`config.mk`:
```
export PLATFORM = sky130hd
export DESIGN_NAME = tlb_refill_unit
export DESIGN_NICKNAME = d
export VERILOG_FILES = /design/src/rtl/tlb_pkg.sv /design/src/rtl/tlb_victim_counter.sv /design/src/rtl/tlb_refill_unit.sv
export SDC_FILE = /design/constraint.sdc
export NUM_CORES = 1
export LEC_CHECK = 0
export CAP_MARGIN = 15
export CELL_PAD_IN_SITES_DETAIL_PLACEMENT = 0
export CELL_PAD_IN_SITES_GLOBAL_PLACEMENT = 1
export CORE_UTILIZATION = 45
export CTS_CLUSTER_SIZE = 12
export DETAILED_ROUTE_END_ITERATION = 10
export DONT_BUFFER_PORTS = 1
export PLACE_DENSITY_LB_ADDON = 0.1
export SLEW_MARGIN = 25
export SYNTH_ARGS = -nofsm -noshare
export SYNTH_HDL_FRONTEND = slang
export SYNTH_HIERARCHICAL = 1
export SYNTH_SLANG_ARGS = --single-unit
export TNS_END_PERCENT = 5
```
`constraint.sdc`:
```
create_clock -name clk -period 2.93 [get_ports clk]
set_clock_uncertainty 0.15 [all_clocks]
set_input_delay 0.586 -clock clk [delete_from_list [all_inputs] [get_ports clk]]
set_output_delay 0.586 -clock clk [all_outputs]
set_load 0.02 [all_outputs]
```
`src/rtl/tlb_pkg.sv`:
```
// Shared constants, state encoding and PTE address helper for the TLB refill path.
package tlb_pkg;

    localparam int VPN_W = 8;
    localparam int PPN_W = 8;
    localparam int PTE_V = 15;
    localparam int PTE_W = 14;

    typedef enum logic [1:0] {
        ST_IDLE  = 2'd0,
        ST_REQ   = 2'd1,
        ST_WRITE = 2'd2,
        ST_FAULT = 2'd3
    } state_e;

    // PTEs are 16-bit words, so the VPN is scaled by two; the add wraps at 2^16.
    function automatic logic [15:0] pte_addr(input logic [15:0] base, input logic [VPN_W-1:0] vpn);
        return base + {7'b0000000, vpn, 1'b0};
    endfunction

endpackage

```
`src/rtl/tlb_victim_counter.sv`:
```
// Round-robin replacement pointer for the TLB; advances once per installed entry.
module tlb_victim_counter #(
    parameter int IDX_W = 2
) (
    input  logic             clk,
    input  logic             reset,
    input  logic             advance,
    output logic [IDX_W-1:0] count
);

    logic [IDX_W-1:0] count_q;
    logic [IDX_W-1:0] count_d;

    // Next pointer value; natural wrap gives modulo NUM_ENTRIES for a power of two.
    always_comb begin
        if (advance) begin
            count_d = count_q + IDX_W'(1);
        end else begin
            count_d = count_q;
        end
    end

    // Pointer register with synchronous active-low reset.
    always_ff @(posedge clk) begin
        if (!reset) begin
            count_q <= {IDX_W{1'b0}};
        end else begin
            count_q <= count_d;
        end
    end

    assign count = count_q;

endmodule

```
`src/rtl/tlb_refill_unit.sv`:
```
// TLB miss handler: walks one PTE per miss and either installs the translation or raises a fault.
module tlb_refill_unit
    import tlb_pkg::*;
#(
    parameter int NUM_ENTRIES = 4,
    parameter int IDX_W       = $clog2(NUM_ENTRIES)
) (
    input  logic             clk,
    input  logic             reset,
    input  logic             miss_valid,
    input  logic [15:0]      miss_vaddr,
    input  logic             flush,
    input  logic [15:0]      ptbr,
    output logic             stall,
    output logic             mem_req,
    output logic [15:0]      mem_addr,
    input  logic             mem_ack,
    input  logic [15:0]      mem_rdata,
    output logic             tlb_we,
    output logic [IDX_W-1:0] tlb_wr_index,
    output logic [7:0]       tlb_wr_vpn,
    output logic [7:0]       tlb_wr_ppn,
    output logic             tlb_wr_writable,
    output logic             fault,
    output logic [15:0]      fault_vaddr
);

    state_e             state_q, state_d;
    logic [15:0]        vaddr_q, vaddr_d;
    logic [PPN_W-1:0]   ppn_q, ppn_d;
    logic               writable_q, writable_d;
    logic               abort_q, abort_d;
    logic               mem_req_q, mem_req_d;
    logic [15:0]        mem_addr_q, mem_addr_d;
    logic               tlb_we_q, tlb_we_d;
    logic               fault_q, fault_d;
    logic [15:0]        fault_vaddr_q, fault_vaddr_d;
    logic               advance_s;
    logic [IDX_W-1:0]   victim_s;
    logic               pte_unused_s;

    assign pte_unused_s = ^mem_rdata[13:8];

    tlb_victim_counter #(
        .IDX_W (IDX_W)
    ) u_victim (
        .clk     (clk),
        .reset   (reset),
        .advance (advance_s),
        .count   (victim_s)
    );

    // Walk sequencing and next values for every registered output.
    always_comb begin
        state_d       = state_q;
        vaddr_d       = vaddr_q;
        ppn_d         = ppn_q;
        writable_d    = writable_q;
        abort_d       = abort_q;
        mem_req_d     = 1'b0;
        mem_addr_d    = mem_addr_q;
        tlb_we_d      = 1'b0;
        fault_d       = 1'b0;
        fault_vaddr_d = fault_vaddr_q;
        advance_s     = 1'b0;
        case (state_q)
            ST_IDLE: begin
                abort_d = 1'b0;
                if (miss_valid && !flush) begin
                    vaddr_d    = miss_vaddr;
                    mem_addr_d = pte_addr(ptbr, miss_vaddr[15:8]);
                    mem_req_d  = 1'b1;
                    state_d    = ST_REQ;
                end else begin
                    state_d = ST_IDLE;
                end
            end
            ST_REQ: begin
                mem_req_d = 1'b1;
                abort_d   = abort_q | flush;
                if (mem_ack) begin
                    mem_req_d = 1'b0;
                    abort_d   = 1'b0;
                    // A flush anywhere in the request, even on the ack, discards the PTE.
                    if (abort_q || flush) begin
                        state_d = ST_IDLE;
                    end else if (mem_rdata[PTE_V]) begin
                        ppn_d      = mem_rdata[PPN_W-1:0];
                        writable_d = mem_rdata[PTE_W];
                        tlb_we_d   = 1'b1;
                        state_d    = ST_WRITE;
                    end else begin
                        fault_d       = 1'b1;
                        fault_vaddr_d = vaddr_q;
                        state_d       = ST_FAULT;
                    end
                end else begin
                    state_d = ST_REQ;
                end
            end
            ST_WRITE: begin
                advance_s = 1'b1;
                state_d   = ST_IDLE;
            end
            ST_FAULT: begin
                state_d = ST_IDLE;
            end
            default: begin
                state_d = ST_IDLE;
            end
        endcase
    end

    // State and output registers with synchronous active-low reset.
    always_ff @(posedge clk) begin
        if (!reset) begin
            state_q       <= ST_IDLE;
            vaddr_q       <= 16'h0000;
            ppn_q         <= {PPN_W{1'b0}};
            writable_q    <= 1'b0;
            abort_q       <= 1'b0;
            mem_req_q     <= 1'b0;
            mem_addr_q    <= 16'h0000;
            tlb_we_q      <= 1'b0;
            fault_q       <= 1'b0;
            fault_vaddr_q <= 16'h0000;
        end else begin
            state_q       <= state_d;
            vaddr_q       <= vaddr_d;
            ppn_q         <= ppn_d;
            writable_q    <= writable_d;
            abort_q       <= abort_d;
            mem_req_q     <= mem_req_d;
            mem_addr_q    <= mem_addr_d;
            tlb_we_q      <= tlb_we_d;
            fault_q       <= fault_d;
            fault_vaddr_q <= fault_vaddr_d;
        end
    end

    assign stall           = (state_q != ST_IDLE) || ((state_q == ST_IDLE) && miss_valid && !flush);
    assign mem_req         = mem_req_q;
    assign mem_addr        = mem_addr_q;
    assign tlb_we          = tlb_we_q;
    assign tlb_wr_index    = victim_s;
    assign tlb_wr_vpn      = vaddr_q[15:8];
    assign tlb_wr_ppn      = ppn_q;
    assign tlb_wr_writable = writable_q;
    assign fault           = fault_q;
    assign fault_vaddr     = fault_vaddr_q;

endmodule
```
Word-level counts from Yosys, hierarchy flattened
Index checks and enable logic that the tools add are counted.

operators by class
  $add $sub $neg = 2
  equal/unequal tests = 3
  muxes and demuxes = 13
  bitwise logic cells = 6
  reduce and logical (&&, ||, !) cells = 14

operators by type and width
  kind                   number
  $add A16 B9 Y16        1
  $mux W1                8
  $reduce_and A4 Y1      2
  $pmux W2 S3            1
  $not A1 Y1             5
  $eq A2 B2 Y1 const B   2
  $mux W2                2
  $pmux W1 S2            2
  $reduce_bool A2 Y1     2
  $reduce_or A4 Y1       1
  $logic_and A1 B1 Y1    3
  $add A2 B1 Y2 const B  1
  $eq A2 B1 Y1 const B   1
  $logic_not A2 Y1       1
  $logic_or A1 B1 Y1     2
  $reduce_and A2 Y1      1
  $reduce_or A2 Y1       1
  $logic_not A1 Y1       1
  $or A1 B1 Y1           1

word-level totals
  flip-flop bits (word level) = 65
  input bits = 53
  output and inout bits = 55
  word-level logic and storage cells = 49

Longest topological paths before layout
Gate-level depths: netlist of run 1.

  depth in word-level cells = 4
  mapped depth = 6
  mapped depth without buffers = 6

By module
The synthesis of run 1 kept the hierarchy.

modules (own cells, without submodules)
  module              times used  cells each  area an instance (µm²)  seq. area each (µm²)
  tlb_refill_unit     1           321         2849.0                  1261.2
  tlb_victim_counter  1           8           78.8                    40.0

Least setup slack after synthesis of run 1
Ideal clock, no wire load.

  kind = input port to flip-flop
  start = input miss_vaddr[8]
  end = register mem_addr_q[15], in the netlist mem_addr[15]
  library setup time = 0.096 ns
  data arrival time = 2.027 ns
  required time = 2.684 ns
  slack = 0.657 ns
  stages = 6
  path buffers = 0
  cell sequence = ha_1 fa_1 a211oi_1 o211a_1 nor3_1 nor4b_1

between the ends
  word-level cells in the longest chain between the ends = 1

RTL lines
  item                  line                    source
  start, declared       tlb_refill_unit.sv:11   input logic [15:0] miss_vaddr,
  $add A16 B9 Y16       tlb_pkg.sv:18           return base + {7'b0000000, vpn, 1'b0};
  end signal, assigned  tlb_refill_unit.sv:134  mem_addr_q <= mem_addr_d;
  end, declared         tlb_refill_unit.sv:34   logic [15:0] mem_addr_q, mem_addr_d;

No other way between the ends.
A chain may end at the register's enable or synchronous reset.

Worst setup path after layout of run 1
Ends and elaborated chain as after synthesis.

==> flow_metrics.tcl, run 1 <==
set metrics [dict create \
    status "complete, no violations" \
    routed_wl_mm 6.600 \
    synth_fp_nets 391 \
    r2r-start "state_q[0]" \
    critPathLaunchType "primary input" \
    drive_above_1_share_pct 8.896 \
    worstPathCellList "ha_1 > fa_1 > a211oi_1 > o211a_1 > nor3_1 > nor4b_1" \
    port_buffers 0 \
    fmax_mhz 461.6 \
    ys_ff_latch 65 \
    p_per_area_nw_per_um2 614.5 \
    syn2layout_area_growth_pct 7.137 \
    initial_core_util_pct 46.37 \
    hold_viol 0 \
    synthXorXnorAreaFrac_pct 1.795 \
    ant_nets 0 \
    hold_path_class "primary input to flop" \
    post-cts-setup-buffer-count 0 \
    grt_antenna_before_repair 0 \
    synth.avg_cell_area_um2 8.899 \
    cts_buffers 9 \
    insertion_delay_ns 0.34 \
    maxCapViolCount 0 \
    core_um2 6314 \
    max-slew-margin-rel_pct 56.69 \
    synthTopCellsByArea "dfxtp_1 (44%), mux2i_1 (8.9%), nand2_1 (5.9%)" \
    nets 383 \
    hold_path_depth 1 \
    cp_slowest_stage_delay_ns 0.44 \
    h-tree-depth 3 \
    gr-total-overflow 0 \
    min_from "mem_rdata[15]" \
    place_congestion 0.7695 \
    reg2regPathDepth 4 \
    netlist_instances 329 \
    dr.pass1.iters 4 \
    rsz0062_at_grt "false" \
    synth_flop_cell "dfxtp_1" \
    worstPathArrival_ns 2.26 \
    clk_pin_slew_ns 0.08 \
    tns_ns 0 \
    wl_per_cell_um 16.38 \
    setup_violations 0 \
    ctsLongestPathBuffers 2 \
    grt_pass1_vias 2012 \
    syn-cell-area_um2 2928 \
    vias 2278 \
    diodes 0 \
    core.rowCount 29 \
    cts_root_buf "clkbuf_8" \
    worstPathRequired_ns 3.03 \
    synth_top_area_share_pct 44.44 \
    synth.area.mux_share_pct 8.889 \
    hpwl_mm 4.685 \
    clkSinkCount 65 \
    synth_top_family_by_area "simple AND/OR/NAND/NOR gates" \
    rrSetupSlack_ns 0.85 \
    fp.dieW_um 82.66 \
    grt_usage_pct 19.56 \
    endpoint_kind "flop" \
    synth_compound_area_share_pct 15.17 \
    ir_worst_vdd_v 0.0003705 \
    ctsResizeCount 0 \
    finalCoreUtilization_pct 49.68 \
    p_leak_nw 1.340 \
    synth_area_leader_cell "dfxtp_1" \
    cp_slowest_cell "fa_1" \
    r2r-end "mem_addr[12]" \
    min_to "tlb_we" \
    crit_path_max_fanout 6 \
    die_height_um 82.66 \
    synthArstFlopShare_pct 0 \
    grt_max_degree 37 \
    ys_warn_count 6 \
    final-max-slew-violation-count 0 \
    worst_pin_slew_ns 0.6429 \
    synth_common_cells "dfxtp_1 (65), nand2_1 (46), nor2_1 (31)" \
    synth.most_common_cell "dfxtp_1" \
    yosysSeqAreaShare_pct 44.44 \
    synth_simple_gate_area_share_pct 20.30 \
    ys_types 46 \
    min_period_over_period_pct 73.94 \
    num_io_pins 108 \
    viasPerCell 5.653 \
    grt_pass1_wl_mm 9.811 \
    synthAdderAreaFrac_pct 4.103 \
    post-route-min-period_ns 2.166 \
    cts_tree "yes" \
    drcViolationCount 0 \
    die-area_um2 6833 \
    worstSetupPathType "primary input to flop" \
    synth_edf_count 0 \
    drtIter0Drc 88 \
    cts_hold_buf 0 \
    n_fill_cell 642 \
]
==> cell families (layout without fill, tap and decap cells) <==
logic type,Yosys count,count (layout)
xor+xnor,6,6
fa+ha+maj,9,9
mux,26,26
flops,65,65
compound gates,72,72
buf+inv,30,27
simple gates,121,121
==> state kept, by name, indices dropped and copies added, names as in the netlist <==
| register | count |
|---|---|
| fault_vaddr | 16 |
| mem_addr | 16 |
| vaddr_q | 16 |
| tlb_wr_ppn | 8 |
| state_q | 2 |
| u_victim/count | 2 |
| abort_q | 1 |
| fault | 1 |
| mem_req | 1 |
| tlb_we | 1 |
| tlb_wr_writable | 1 |
==> metal layers <==
layer  wire, um  global-route usage (%)  vias up
met2       2933                   29.18       75
met4         86                   7.241        0
li1           -                       -     1132
met3        584                   7.802        8
met1       2996                   25.22     1063
met5          0                       0        -
==> cell usage in the layout, fill, tap and decap left out, types with 4 or more instances in the layout <==
cell type	instances
inv_1	4
dfxtp_1	65
ha_1	8
xor2_1	4
clkbuf_8	9
nor3_1	4
nand3_1	15
mux2i_1	26
o211ai_1	6
or3_1	4
nand4_1	5
o21ai_0	15
a21oi_1	29
nand2_1	46
and2_1	4
buf_4	6
nor2_1	31
a211oi_1	4
==> report_power, final <==
part           total, mW  switching [mW]  internal [mW]  leakage (nW)
Combinational      0.180           0.108         0.0723         0.711
Clock              0.781           0.379          0.401         0.101
Sequential         0.967          0.0526          0.914         0.528
Total               1.93           0.540           1.39          1.34
==> critical path, delay by kind of cell <==
kind | cells | cell delay (ns)
AOI/OAI and AO/OA | 2 | 0.70
adders and majority gates | 2 | 0.67
and+or+nand+nor | 2 | 0.31
==> area by class of cell <==
class	count	area [um^2]	share of cell area, %
Sequential cell	65	1301	41.48
Timing Repair Buffer	6	45.04	1.436
Tap cell	77	96.34	3.071
Inverter	5	18.77	0.5983
Multi-Input combinational cell	234	1471	46.91
Clock buffer	9	123.9	3.949
Clock inverter	7	80.08	2.553
==> stage by stage <==
stage | setup WS, ns | instance area [um^2] | std cells | power [mW] | hold WS, ns
2_1_floorplan | 0.6570 | 2928 | 329 | 1.136 | 0.2857
3_3_place_gp | 0.4432 | 2933 | 387 | 1.166 | 0.2922
3_5_place_dp | 0.4078 | 2933 | 387 | 1.169 | 0.2963
4_1_cts | 0.7636 | 3137 | 403 | 1.951 | 0.1995
5_1_grt | 0.5801 | 3137 | 403 | 2.023 | 0.1885
6_report | 0.7636 | 3137 | 403 | 1.928 | 0.2152
==> worst max path at each step <==
stage                             start      endpoint  slack (ns)  cells after the start
final                     miss_vaddr[8]  mem_addr[15]        0.76                      6
after CTS                 miss_vaddr[8]  mem_addr[15]        0.76                      6
after global routing      miss_vaddr[8]  mem_addr[15]        0.58                      6
after global placement    miss_vaddr[8]  mem_addr[15]        0.44                      6
after floorplan           miss_vaddr[8]  mem_addr[15]        0.66                      6
after detailed placement  miss_vaddr[8]  mem_addr[15]        0.41                      6
(Power assumes the default switching activity.)
==> run 2: changes to the inputs <==
--- a/config.mk
+++ b/config.mk
@@ -8,7 +8,7 @@
 export CAP_MARGIN = 15
 export CELL_PAD_IN_SITES_DETAIL_PLACEMENT = 0
 export CELL_PAD_IN_SITES_GLOBAL_PLACEMENT = 1
-export CORE_UTILIZATION = 45
+export CORE_UTILIZATION = 41
 export CTS_CLUSTER_SIZE = 12
 export DETAILED_ROUTE_END_ITERATION = 10
 export DONT_BUFFER_PORTS = 1
==> constraint.sdc (replaced) <==
create_clock -name clk -period 1.8 [get_ports clk]
set_clock_uncertainty 0.15 [all_clocks]
set_input_delay 0.36 -clock clk [delete_from_list [all_inputs] [get_ports clk]]
set_output_delay 0.36 -clock clk [all_outputs]
set_load 0.02 [all_outputs]
==> run 2 against run 1 <==
Non-clock buffer count increased by 41. Highest routed layer unchanged. Core utilization up 3.4 points. Setup slack worse by 0.66 ns. First-iteration DRC count is 16% lower. Clock power rose by 100%. Critical endpoint is now mem_addr[14]. Critical path type is now flop to flop.
==> flow_metrics.tcl, run 2 (synthesized netlist as in run 1, its figures left out) <==
set metrics [dict create \
    p_leak_nw 1.564 \
    port_buffers 0 \
    layout_common_cells "dfxtp_1 (64), nand2_1 (46), nor2_1 (31)" \
    rsz0062_at_grt "false" \
    viasPerCell 5.255 \
    place_area_um2 3144 \
    power.total_mw 3.530 \
    grt_antenna_before_repair 0 \
    worst_pin_slew_ns 0.3673 \
    internal-power_mw 2.619 \
    drcViolationCount 0 \
    wl_per_cell_um 15.23 \
    grt_max_degree 29 \
    core.rowCount 30 \
    regArea_um2 1303 \
    status "complete, no violations" \
    grt_usage_pct 19.68 \
    finalNonFillerCells 463 \
    gr-total-overflow 0 \
    worstSetupPathType "flop to flop" \
    ant_nets 0 \
    die-area_um2 7483 \
    switching_share_pct 25.81 \
    min_period_over_period_pct 94.39 \
    cp_slowest_stage_delay_ns 0.39 \
    critPathLaunchType "flop" \
    place_congestion 0.7347 \
    clk_pin_slew_ns 0.08 \
    cts_root_buf "clkbuf_8" \
    dp_cells 425 \
    cts_buffers 9 \
    worstPathRequired_ns 1.95 \
    routed_wl_mm 7.052 \
    hold_ws_ns 0.007752 \
    num_io_pins 108 \
    grt_pass1_vias 2358 \
    cts_tree "yes" \
    tns_ns 0 \
    p_per_area_nw_per_um2 973.0 \
    nets 424 \
    drtIter0Drc 74 \
    ctsLongestPathBuffers 2 \
    max-slew-margin-rel_pct 75.41 \
    clkPwrFrac_pct 44.4 \
    maxCapViolCount 0 \
    dr.pass1.iters 4 \
    post-cts-setup-buffer-count 0 \
    syn2layout_area_growth_pct 23.93 \
    ir_worst_vdd_v 0.0004234 \
    worstPathCellList "buf_6 > nor4b_4 > and3_1 > or3b_1 > nand3_1" \
    hold_path_class "primary input to flop" \
    fp.dieW_um 86.51 \
    drive_above_1_share_pct 14.44 \
    worstPathArrival_ns 1.85 \
    vias 2433 \
    multiInputGateArea_um2 1495 \
    final-max-slew-violation-count 0 \
    die_height_um 86.51 \
    endpoint_kind "flop" \
    h-tree-depth 3 \
    diodes 0 \
    post-route-min-period_ns 1.699 \
    hold_viol 0 \
    seqPwrFrac_pct 44.5 \
    initial_core_util_pct 42.86 \
    power.net_switching_mw 0.9113 \
    final_area_um2 3628 \
    setup_violations 0 \
    layout_commonest_cell "dfxtp_1" \
    cp_slowest_cell "nor4b_4" \
    clkSinkCount 65 \
    hpwl_mm 4.919 \
    n_fill_cell 669 \
    fmax_mhz 588.6 \
    p_comb_share_pct 11.1 \
    grt_pass1_wl_mm 11.27 \
    fin_ws_ns 0.1010 \
    crit_path_max_fanout 6 \
    preCtsSetupSlack_ns -0.2420 \
    finalCoreUtilization_pct 53.11 \
    core_um2 6832 \
    insertion_delay_ns 0.35 \
]
-- run 2: layout make-up --
class | count | share of cell area (%)
clock buffer | 9 | 3.414
multi-input combinational | 234 | 41.21
sequential | 65 | 35.90
timing repair buffer | 47 | 12.14
clock inverter | 7 | 3.517
tap | 96 | 3.310
inverter | 5 | 0.5172
-- run 2: power by group through the flow --
stage	Sequential [mW]	Combinational [mW]	Clock (mW)
after global placement	1.60	0.346	0
after CTS	1.57	0.391	1.59
final	1.57	0.393	1.57
after global routing	1.58	0.439	1.67
after floorplan	1.59	0.268	0
after detailed placement	1.60	0.349	0
-- run 2: routing by layer --
metal / vias up / GRT usage, % / wire, um
met5: - / 0 / 0
met4: 0 / 7.273 / 106
met3: 9 / 7.905 / 580
met2: 70 / 30.38 / 3212
met1: 1128 / 24.75 / 3153
li1: 1226 / - / -
-- run 2: final timing paths --
| kind | start | end | slack, ns | depth (start not counted) |
|---|---|---|---|---|
| setup / recovery | state_q[0] | mem_addr[14] | 0.10 | 5 |
| hold / removal | mem_rdata[7] | tlb_wr_ppn[7] | 0.008 | 2 |
| setup reg to reg | state_q[0] | mem_addr[14] | 0.10 | 5 |
| hold reg to reg | vaddr_q[0] | vaddr_q[0] | 0.31 | 2 |
-- run 2: repair_timing --
action                     4_1_cts  5_1_grt
hold buffers                    21        1
resized for setup                0        4
setup endpoints to repair        0       14
hold endpoints to repair        25        1
-- run 2: critical path, delay by kind of cell, from the launching register on --
kind	cells	cell delay, ns
and+or+nand+nor	4	1.04
buffers and inverters	1	0.12
DFF	1	0.33
